[config.mk]
export PLATFORM = sky130hd
export DESIGN_NAME = uart_rx_fifo
export DESIGN_NICKNAME = d
export VERILOG_FILES = /design/src/rtl/uart_rx_fifo_pkg.sv /design/src/rtl/uart_rx_fifo_byte_fifo.sv /design/src/rtl/uart_rx_fifo.sv
export SDC_FILE = /design/constraint.sdc
export NUM_CORES = 1
export LEC_CHECK = 0
export CAP_MARGIN = 0
export CORE_MARGIN = 4
export CORE_UTILIZATION = 61
export DETAILED_ROUTE_END_ITERATION = 7
export PLACE_DENSITY = 0.85
export RECOVER_POWER = 100
export SYNTH_ARGS = -nofsm -noshare
export SYNTH_HDL_FRONTEND = slang
export SYNTH_HIERARCHICAL = 1
export SYNTH_SLANG_ARGS = --single-unit
export TNS_END_PERCENT = 50
[constraint.sdc]
create_clock -name clk -period 4.3 [get_ports clk]
set_clock_uncertainty 0.1 [all_clocks]
set_input_delay 0.43 -clock clk [delete_from_list [all_inputs] [get_ports clk]]
set_output_delay 0.43 -clock clk [all_outputs]
set_load 0.02 [all_outputs]
[src/rtl/uart_rx_fifo_pkg.sv]
// Shared definitions for the UART receive path: receiver states and frame constants.
package uart_rx_fifo_pkg;

    localparam int DEFAULT_CLKS_PER_BIT = 434;
    localparam int DEFAULT_DEPTH_LOG2   = 4;
    localparam int FRAME_BITS           = 8;

    typedef enum logic [2:0] {
        ST_IDLE,
        ST_START,
        ST_DATA,
        ST_STOP,
        ST_BREAK
    } rx_state_e;

endpackage

[src/rtl/uart_rx_fifo_byte_fifo.sv]
// Show-ahead FIFO: q always holds the head entry, registered from the RAM.
// Occupancy is tracked by a counter so full/empty never depend on pointer compare.
module byte_fifo #(
    parameter int WIDTH      = 8,
    parameter int DEPTH_LOG2 = 4
) (
    input  logic                  clk,
    input  logic                  rst_n,
    input  logic                  push_i,
    input  logic [WIDTH-1:0]      din_i,
    input  logic                  pop_i,
    output logic [WIDTH-1:0]      q_o,
    output logic                  empty_o,
    output logic                  full_o,
    output logic [DEPTH_LOG2:0]   count_o,
    output logic                  drop_o
);

    localparam int DEPTH = 1 << DEPTH_LOG2;
    localparam logic [DEPTH_LOG2:0] COUNT_FULL = (DEPTH_LOG2+1)'(DEPTH);

    logic [WIDTH-1:0]      mem_q [DEPTH];
    logic [DEPTH_LOG2-1:0] wr_ptr_q, wr_ptr_d;
    logic [DEPTH_LOG2-1:0] rd_ptr_q, rd_ptr_d;
    logic [DEPTH_LOG2:0]   count_q, count_d;
    logic                  empty_q, full_q;
    logic [WIDTH-1:0]      q_q, q_d;
    logic                  pop_eff, push_eff;

    always_comb begin
        pop_eff  = pop_i && !empty_q;
        push_eff = push_i && (!full_q || pop_eff);
        drop_o   = push_i && full_q && !pop_eff;

        wr_ptr_d = push_eff ? wr_ptr_q + 1'b1 : wr_ptr_q;
        rd_ptr_d = pop_eff  ? rd_ptr_q + 1'b1 : rd_ptr_q;

        count_d = count_q;
        if (push_eff && !pop_eff) begin
            count_d = count_q + 1'b1;
        end else if (pop_eff && !push_eff) begin
            count_d = count_q - 1'b1;
        end

        // New head is being written this cycle (empty push, or push+pop at count 1): bypass RAM.
        if (push_eff && (wr_ptr_q == rd_ptr_d)) begin
            q_d = din_i;
        end else begin
            q_d = mem_q[rd_ptr_d];
        end
    end

    always_ff @(posedge clk) begin
        if (push_eff) begin
            mem_q[wr_ptr_q] <= din_i;
        end
    end

    always_ff @(posedge clk or negedge rst_n) begin
        if (!rst_n) begin
            wr_ptr_q <= '0;
            rd_ptr_q <= '0;
            count_q  <= '0;
            empty_q  <= 1'b1;
            full_q   <= 1'b0;
            q_q      <= '0;
        end else begin
            wr_ptr_q <= wr_ptr_d;
            rd_ptr_q <= rd_ptr_d;
            count_q  <= count_d;
            empty_q  <= (count_d == '0);
            full_q   <= (count_d == COUNT_FULL);
            q_q      <= q_d;
        end
    end

    assign q_o     = q_q;
    assign empty_o = empty_q;
    assign full_o  = full_q;
    assign count_o = count_q;

endmodule

[src/rtl/uart_rx_fifo.sv]
// 8N1 UART receiver feeding a show-ahead byte FIFO toward the core's UART port.
//   state    | meaning
//   ST_IDLE  | line idle, waiting for a falling edge on rx_s
//   ST_START | timing to mid start bit to confirm it is not a glitch
//   ST_DATA  | sampling 8 data bits, LSB first, one per bit period
//   ST_STOP  | sampling the stop bit; push on 1, frame error on 0
//   ST_BREAK | line held low after a frame error; wait for idle
module uart_rx_fifo
    import uart_rx_fifo_pkg::*;
#(
    parameter int CLKS_PER_BIT = DEFAULT_CLKS_PER_BIT,
    parameter int DEPTH_LOG2   = DEFAULT_DEPTH_LOG2
) (
    input  logic                  clk,
    input  logic                  rst_n,
    input  logic                  rxd,
    input  logic                  rdreq,
    output logic [7:0]            q,
    output logic                  empty,
    output logic                  full,
    output logic [DEPTH_LOG2:0]   count,
    output logic                  overrun,
    output logic                  frame_err
);

    localparam int TW = $clog2(CLKS_PER_BIT);
    localparam int BW = $clog2(FRAME_BITS);
    localparam logic [TW-1:0] T_MID  = TW'(CLKS_PER_BIT / 2);
    localparam logic [TW-1:0] T_LAST = TW'(CLKS_PER_BIT - 1);
    localparam logic [BW-1:0] B_LAST = BW'(FRAME_BITS - 1);

    logic                  rx_meta_q, rx_s_q;
    rx_state_e             state_q, state_d;
    logic [TW-1:0]         timer_q, timer_d;
    logic [BW-1:0]         bit_cnt_q, bit_cnt_d;
    logic [FRAME_BITS-1:0] shift_q, shift_d;
    logic                  push;
    logic                  frame_err_d, frame_err_q;
    logic                  drop, overrun_q;

    always_ff @(posedge clk or negedge rst_n) begin
        if (!rst_n) begin
            rx_meta_q   <= 1'b1;
            rx_s_q      <= 1'b1;
            state_q     <= ST_IDLE;
            timer_q     <= '0;
            bit_cnt_q   <= '0;
            shift_q     <= '0;
            frame_err_q <= 1'b0;
            overrun_q   <= 1'b0;
        end else begin
            rx_meta_q   <= rxd;
            rx_s_q      <= rx_meta_q;
            state_q     <= state_d;
            timer_q     <= timer_d;
            bit_cnt_q   <= bit_cnt_d;
            shift_q     <= shift_d;
            frame_err_q <= frame_err_d;
            overrun_q   <= drop;
        end
    end

    always_comb begin
        state_d     = state_q;
        timer_d     = timer_q + 1'b1;
        bit_cnt_d   = bit_cnt_q;
        shift_d     = shift_q;
        push        = 1'b0;
        frame_err_d = 1'b0;

        unique case (state_q)
            ST_IDLE: begin
                timer_d = '0;
                if (!rx_s_q) begin
                    state_d = ST_START;
                end
            end
            ST_START: begin
                if (timer_q == T_MID) begin
                    timer_d   = '0;
                    bit_cnt_d = '0;
                    state_d   = rx_s_q ? ST_IDLE : ST_DATA;
                end
            end
            ST_DATA: begin
                if (timer_q == T_LAST) begin
                    timer_d   = '0;
                    shift_d   = {rx_s_q, shift_q[FRAME_BITS-1:1]};
                    bit_cnt_d = bit_cnt_q + 1'b1;
                    if (bit_cnt_q == B_LAST) begin
                        state_d = ST_STOP;
                    end
                end
            end
            ST_STOP: begin
                // Leave at mid stop bit so a start bit immediately following is caught.
                if (timer_q == T_LAST) begin
                    timer_d = '0;
                    if (rx_s_q) begin
                        push    = 1'b1;
                        state_d = ST_IDLE;
                    end else begin
                        frame_err_d = 1'b1;
                        state_d     = ST_BREAK;
                    end
                end
            end
            ST_BREAK: begin
                timer_d = '0;
                if (rx_s_q) begin
                    state_d = ST_IDLE;
                end
            end
            default: begin
                timer_d = '0;
                state_d = ST_IDLE;
            end
        endcase
    end

    byte_fifo #(
        .WIDTH      (8),
        .DEPTH_LOG2 (DEPTH_LOG2)
    ) u_fifo (
        .clk     (clk),
        .rst_n   (rst_n),
        .push_i  (push),
        .din_i   (shift_q),
        .pop_i   (rdreq),
        .q_o     (q),
        .empty_o (empty),
        .full_o  (full),
        .count_o (count),
        .drop_o  (drop)
    );

    assign overrun   = overrun_q;
    assign frame_err = frame_err_q;

endmodule

=== After elaboration in Yosys (flattened, before gate mapping) ===
Memory sizes are Yosys's and may differ from the RTL's. A register that Yosys moved wholly into a read port is not among the register bits.
Index checks and enable logic that the tools add are counted.

* Bits in writable memories: 128
* Memories: 1
* Bits in registers: 42
* Input port bits: 4
* Logic and storage cells: 79

* Equality and inequality tests: 14
* Mux-type cells: 26
* Reductions and logical operators: 19
* $add $sub $neg: 6

{| class="wikitable"
|+ Memory list
! name !! words !! width !! read ports !! clocked after memory_dff !! wr ports !! line !! RTL
|-
| u_fifo.mem_q || 16 || 8 || 1 || 1 || 1 || uart_rx_fifo_byte_fifo.sv:22 || <nowiki>logic [WIDTH-1:0] mem_q [DEPTH];</nowiki>
|}

{| class="wikitable"
|+ Operator list
! operator !! count
|-
| $mux W3 || 9
|-
| $mux W9 || 2
|-
| $pmux W9 S2 || 1
|-
| $pmux W3 S5 || 1
|-
| $ne A2 B2 Y1 const B || 6
|-
| $mux W5 || 2
|-
| $add A9 B1 Y9 const B || 1
|-
| $eq A9 B8 Y1 const B || 1
|-
| $eq A9 B9 Y1 const B || 1
|-
| $add A4 B1 Y4 const B || 2
|-
| $mux W1 || 8
|-
| $eq A3 B2 Y1 const B || 2
|-
| $eq A3 B3 Y1 const B || 2
|-
| $logic_and A1 B1 Y1 || 6
|-
| $pmux W3 S2 || 1
|-
| $reduce_and A6 Y1 || 1
|-
| $add A5 B1 Y5 const B || 1
|-
| $eq A5 B5 Y1 const B || 1
|-
| $logic_not A1 Y1 || 5
|-
| $logic_not A5 Y1 || 1
|-
| $sub A5 B1 Y5 const B || 1
|-
| $mux W4 || 1
|-
| $add A3 B1 Y3 const B || 1
|-
| $eq A3 B1 Y1 const B || 1
|-
| 7 further kinds || 7
|}

=== Logic depth before layout (Yosys ltp) ===
* Depth in word-level cells: 9
* Gate-level depth with buffers: 11
* Mapped depth without buffers: 10

=== By module ===
The synthesis kept the hierarchy.

{| class="wikitable"
|+ Modules (own cells, without submodules)
! module !! area an instance (um^2) !! times used !! cells each !! seq. area each (um^2)
|-
| byte_fifo || 6404.9 || 1 || 434 || 4420.5
|-
| uart_rx_fifo || 1224.9 || 1 || 106 || 678.2
|}

=== Worst setup path after synthesis ===
No wires, ideal clock.

* Path kind: register -> register
* From: register timer_q[1]
* To: memory u_fifo.mem_q[3][0], enable pin
* Period minus slack after synthesis: 3.112 ns
* Path buffers: 1
* Data arrival time: 2.629 ns
* Stages on the path, launching flop included: 10
* Path slack: 1.188 ns
* Setup time: 0.383 ns
* Cells stage by stage: dfrtp_1 -> inv_1 -> ha_1 -> nand3b_1 -> or4_4 -> nor2_1 -> clkbuf_1 -> a21boi_2 -> nand2_1 -> nor3_1

* Word-level cells in the longest chain between the ends: 6

{| class="wikitable"
|+ RTL lines
! item !! line !! RTL
|-
| start, declared || uart_rx_fifo.sv:34 || <nowiki>logic [TW-1:0] timer_q, timer_d;</nowiki>
|-
| start signal, assigned || uart_rx_fifo.sv:55 || <nowiki>timer_q <= timer_d;</nowiki>
|-
| $eq A9 B9 Y1 || uart_rx_fifo.sv:97 || <nowiki>if (timer_q == T_LAST) begin</nowiki>
|-
| $mux W1 || uart_rx_fifo.sv:97 ||
|-
| $mux W1 || uart_rx_fifo.sv:71 || <nowiki>unique case (state_q)</nowiki>
|-
| named net push || uart_rx_fifo.sv:37 || <nowiki>logic push;</nowiki>
|-
| $logic_and A1 B1 Y1 || uart_rx_fifo_byte_fifo.sv:32 || <nowiki>push_eff = push_i && (!full_q || pop_eff);</nowiki>
|-
| $mux W1 || uart_rx_fifo_byte_fifo.sv:54 || <nowiki>if (push_eff) begin</nowiki>
|-
| $mux W1 (not written as such) || uart_rx_fifo_byte_fifo.sv:55 || <nowiki>mem_q[wr_ptr_q] <= din_i;</nowiki>
|-
| end, declared || uart_rx_fifo_byte_fifo.sv:22 ||
|}

The timed path passes the listed nets, and every way through them passes these cells.

=== Worst setup path in the final report ===
* From: register u_fifo.empty_q, in the netlist u_fifo/empty_o
* To: register u_fifo.q_q[2], in the netlist u_fifo/q_o[2], read port of u_fifo.mem_q

* Word-level cells in the longest chain between the ends: 3

{| class="wikitable"
|+ RTL lines
! item !! line !! RTL
|-
| start, declared || uart_rx_fifo_byte_fifo.sv:26 || <nowiki>logic empty_q, full_q;</nowiki>
|-
| start signal, assigned || uart_rx_fifo_byte_fifo.sv:71 || <nowiki>empty_q <= (count_d == '0);</nowiki>
|-
| $logic_not A1 Y1 || uart_rx_fifo_byte_fifo.sv:31 || <nowiki>pop_eff = pop_i && !empty_q;</nowiki>
|-
| $logic_and A1 B1 Y1 || uart_rx_fifo_byte_fifo.sv:31 ||
|-
| $mux W4 || uart_rx_fifo_byte_fifo.sv:36 || <nowiki>rd_ptr_d = pop_eff ? rd_ptr_q + 1'b1 : rd_ptr_q;</nowiki>
|-
| end, declared || uart_rx_fifo_byte_fifo.sv:27 || <nowiki>logic [WIDTH-1:0] q_q, q_d;</nowiki>
|}

Every way passes these cells.
A chain may end at the register's enable or synchronous reset.

==> out/qor.csv <==
stage,metric,value,unit
clock_tree,CTS tree,done,
synthesis,Mapped Nets,555,
floorplanning,Die Height,120,um
grt,vias in the first global route,4623,
setup_path,WS Path Type,reg2reg,
sta,Rel. slew slack,-83.3,%
floorplanning,Die ar.,14400,um2
grt,gr ovfl total,0,
power_and_ir_drop,Reg power frac,35.9,%
synthesis,Avg Inst Size Synth,14.1,um2
floorplanning,CORE AREA,12100,um2
place,Routability Congestion,0.885,
cells_and_area,Area Growth Syn to Fin,12.6,%
power_and_ir_drop,Final Total Pwr,5.57,mW
clock_tree,# H-tree levels,4,
clock_tree,clock slew at reported path FFs,0.06,ns
clock_tree,number of buffers created by CTS,17,
setup_path,Critical Path AT,4.07,ns
power_and_ir_drop,VDD IR-drop max,0.000376,V
synthesis,Synth Cell Area,7630,um2
floorplanning,initial core utilization,63.0,%
sta,final hold viol count,0,
synthesis,"EDFF count, synth",128,
cells_and_area,Non-Filler Instances,752,
floorplanning,Rows,40,
sta,Fin Setup TNS,0,ns
outcome,outcome,finished with violations,
clock_tree,CTS Buffer Depth,2,
setup_path,CP max FO,37,
floorplanning,die width,120,um
place,Port Buffers,20,
place,placed inst area,8020,um2
route,Post-Route WL,15800,um
sta,Worst Max-Slew Pin Slew,2.75,ns
clock_tree,CTS resizes,0,
power_and_ir_drop,clock group share of total power,30.4,%
synthesis,Area contributors post-synth,"edfxtp_1 (50%), dfrtp_1 (15%), mux2i_1 (6.6%)",
setup_path,FF-to-FF path depth,7,
floorplanning,I/O pins,21,
synthesis,"Seq/Total Area, Yosys",66.8,%
clock_tree,clock sinks,178,
setup_path,crit end category,register,
setup_path,Worst path slowest cell,xnor2_1,
route,Iter 0 DRT Violations,581,
synthesis,Synth Register Bits,178,
sta,period utilization,89.4,%
route,Routed wire per std cell,21.0,um
setup_path,family with the most delay on the worst path,XOR/XNOR gates,
setup_path,data required time of the worst path,4.53,ns
power_and_ir_drop,Switching Fraction,33.8,%
clock_tree,Clk Tree Root Cell,clkbuf_16,
grt,all-layer global routing usage,23.3,%
route,antenna-violating nets left,0,
outcome,violated checks,"capacitance limit, slew limit",
synthesis,ys async rst share,28.1,%
sta,final setup fails,0,
setup_path,Critical path buffers and inverters,1,
power_and_ir_drop,Net Switching,1.89,mW
synthesis,Synth warnings,6,
clock_tree,hold buffers post-CTS,0,
place,post-DP HPWL,10100,um
run,max-cap check violation count,2,
route,drc violations,0,
cells_and_area,Total Nets Final,586,
grt,first-pass GRT wire length,25200,um
place,Post-Place Cells,720,
cells_and_area,"commonest non-fill, non-tap cell in the layout",edfxtp_1,
synthesis,Synth area leader,edfxtp_1,
power_and_ir_drop,combinational share of power,33.7,%
route,via count,4720,
power_and_ir_drop,PwrDens,649,nW/um2
synthesis,ys flop type,edfxtp_1,
cells_and_area,most frequent cells in the layout,"edfxtp_1 (128), nand2_1 (53), mux2i_1 (50), dfrtp_1 (47), nor2_1 (37)",
route,First-pass DRT Iterations,6,
setup_path,Crit path depth,7,
cells_and_area,diode count,0,
sta,RSZ-0062 raised after global routing,no,
sta,min cycle time layout,3.85,ns
clock_tree,post-CTS setup buffers,0,
setup_path,critical path startpoint category,register,
power_and_ir_drop,Lkg Pwr,3.44,nW
cells_and_area,share of layout cells above drive strength 1,8.39,%
route,Vias/cell,6.28,
setup_path,critical-path cell list,and2b_4 > xnor2_1 > buf_12 > mux2i_1 > a222oi_1 > a22oi_1 > a221oi_1,
cells_and_area,design area,8590,um2
grt,largest net degree at the start of global routing,51,
sta,fin. max-slew vios,63,
clock_tree,Clock Latency Late Sink,0.43,ns
setup_path,Crit path largest cell delay,1.24,ns
worst_hold_path,worst hold path type,reg2reg,
sta,f_max,260,MHz
synthesis,Synth Instances,540,
power_and_ir_drop,Internal,3.69,mW
grt,initial antenna violation count,0,
synthesis,post-synth top area share,50.4,%
worst_hold_path,hold depth,0,
synthesis,Yosys cell types,56,
[through the flow]
step / setup slack (ns) / hold WS [ns] / utilization, %
after floorplan: 1.19 / 0.0344 / -
after global placement: 0.968 / 0.247 / 66.2
after detailed placement: 0.758 / 0.249 / 66.2
after CTS: 0.674 / 0.0222 / 71.6
after global routing: 0.204 / 0.268 / 70.9
final: 0.454 / 0.259 / 70.9
[power groups by stage]
stage          clock network [mW]  registers [mW]  logic, mW
4_1_cts                      1.72            2.01       1.87
5_1_grt                      1.79            2.01       1.99
3_5_place_dp                    0            2.04       1.86
2_1_floorplan                   0            2.09       1.29
6_report                     1.69            2.00       1.88
3_3_place_gp                    0            2.04       1.80
[registers in the layout, summed over array words and instances, names as in the netlist, 3 cells and up]
register,count
state_q,3
u_fifo/mem_q,128
u_fifo/wr_ptr_q,4
u_fifo/rd_ptr_q,4
u_fifo/count_o,5
bit_cnt_q,3
shift_q,8
timer_q,9
u_fifo/q_o,8
[cells by family (layout without fill, tap and decap cells)]
family,count (synthesis),count (layout),synth area share [%]
AOI/OAI and AO/OA,96,96,9.46
buffers and inverters,44,88,3.07
and+or+nand+nor,133,133,8.17
muxes,58,58,8.04
xor gates and xnor gates,20,20,2.64
DFF,178,178,66.8
adders and majority gates,11,11,1.80
[cell usage after synthesis, types with 9 or more instances]
master	count
a211oi_1	19
a222oi_1	16
a22oi_1	9
a31oi_1	18
clkbuf_1	10
dfrtp_1	47
edfxtp_1	128
ha_1	11
inv_1	18
mux2i_1	50
nand2_1	53
nor2_1	37
o21ai_0	13
xnor2_1	14
[cell type report]
class	count	area, um2
flip-flops and latches	178	5100
multi-input cells	318	2240
clock buffers	18	429
inverters	20	75.1
clock inverters	14	225
fillers	792	3520
repair buffers	36	307
well taps	168	210
[metal layers]
metal / global-route usage, % / vias to the layer above / wire, um
met2: 36.5 / 225 / 7780
met4: 8.95 / 0 / 332
met5: 0 / - / 0
met1: 31.6 / 2344 / 6420
li1: - / 2118 / -
met3: 6.03 / 33 / 1280
[final timing paths]
check,slack [ns],endpoint,from
max,0.45,u_fifo/q_o[2],u_fifo/empty_o
min,0.26,rx_s_q,rx_meta_q
max reg2reg,0.45,u_fifo/q_o[2],u_fifo/empty_o
min reg2reg,0.26,rx_s_q,rx_meta_q
max in group asynchronous,1.67,u_fifo/count_o[3],rst_n
min in group asynchronous,0.87,timer_q[6],rst_n
No activity file was read; power rests on OpenSTA's default activity.
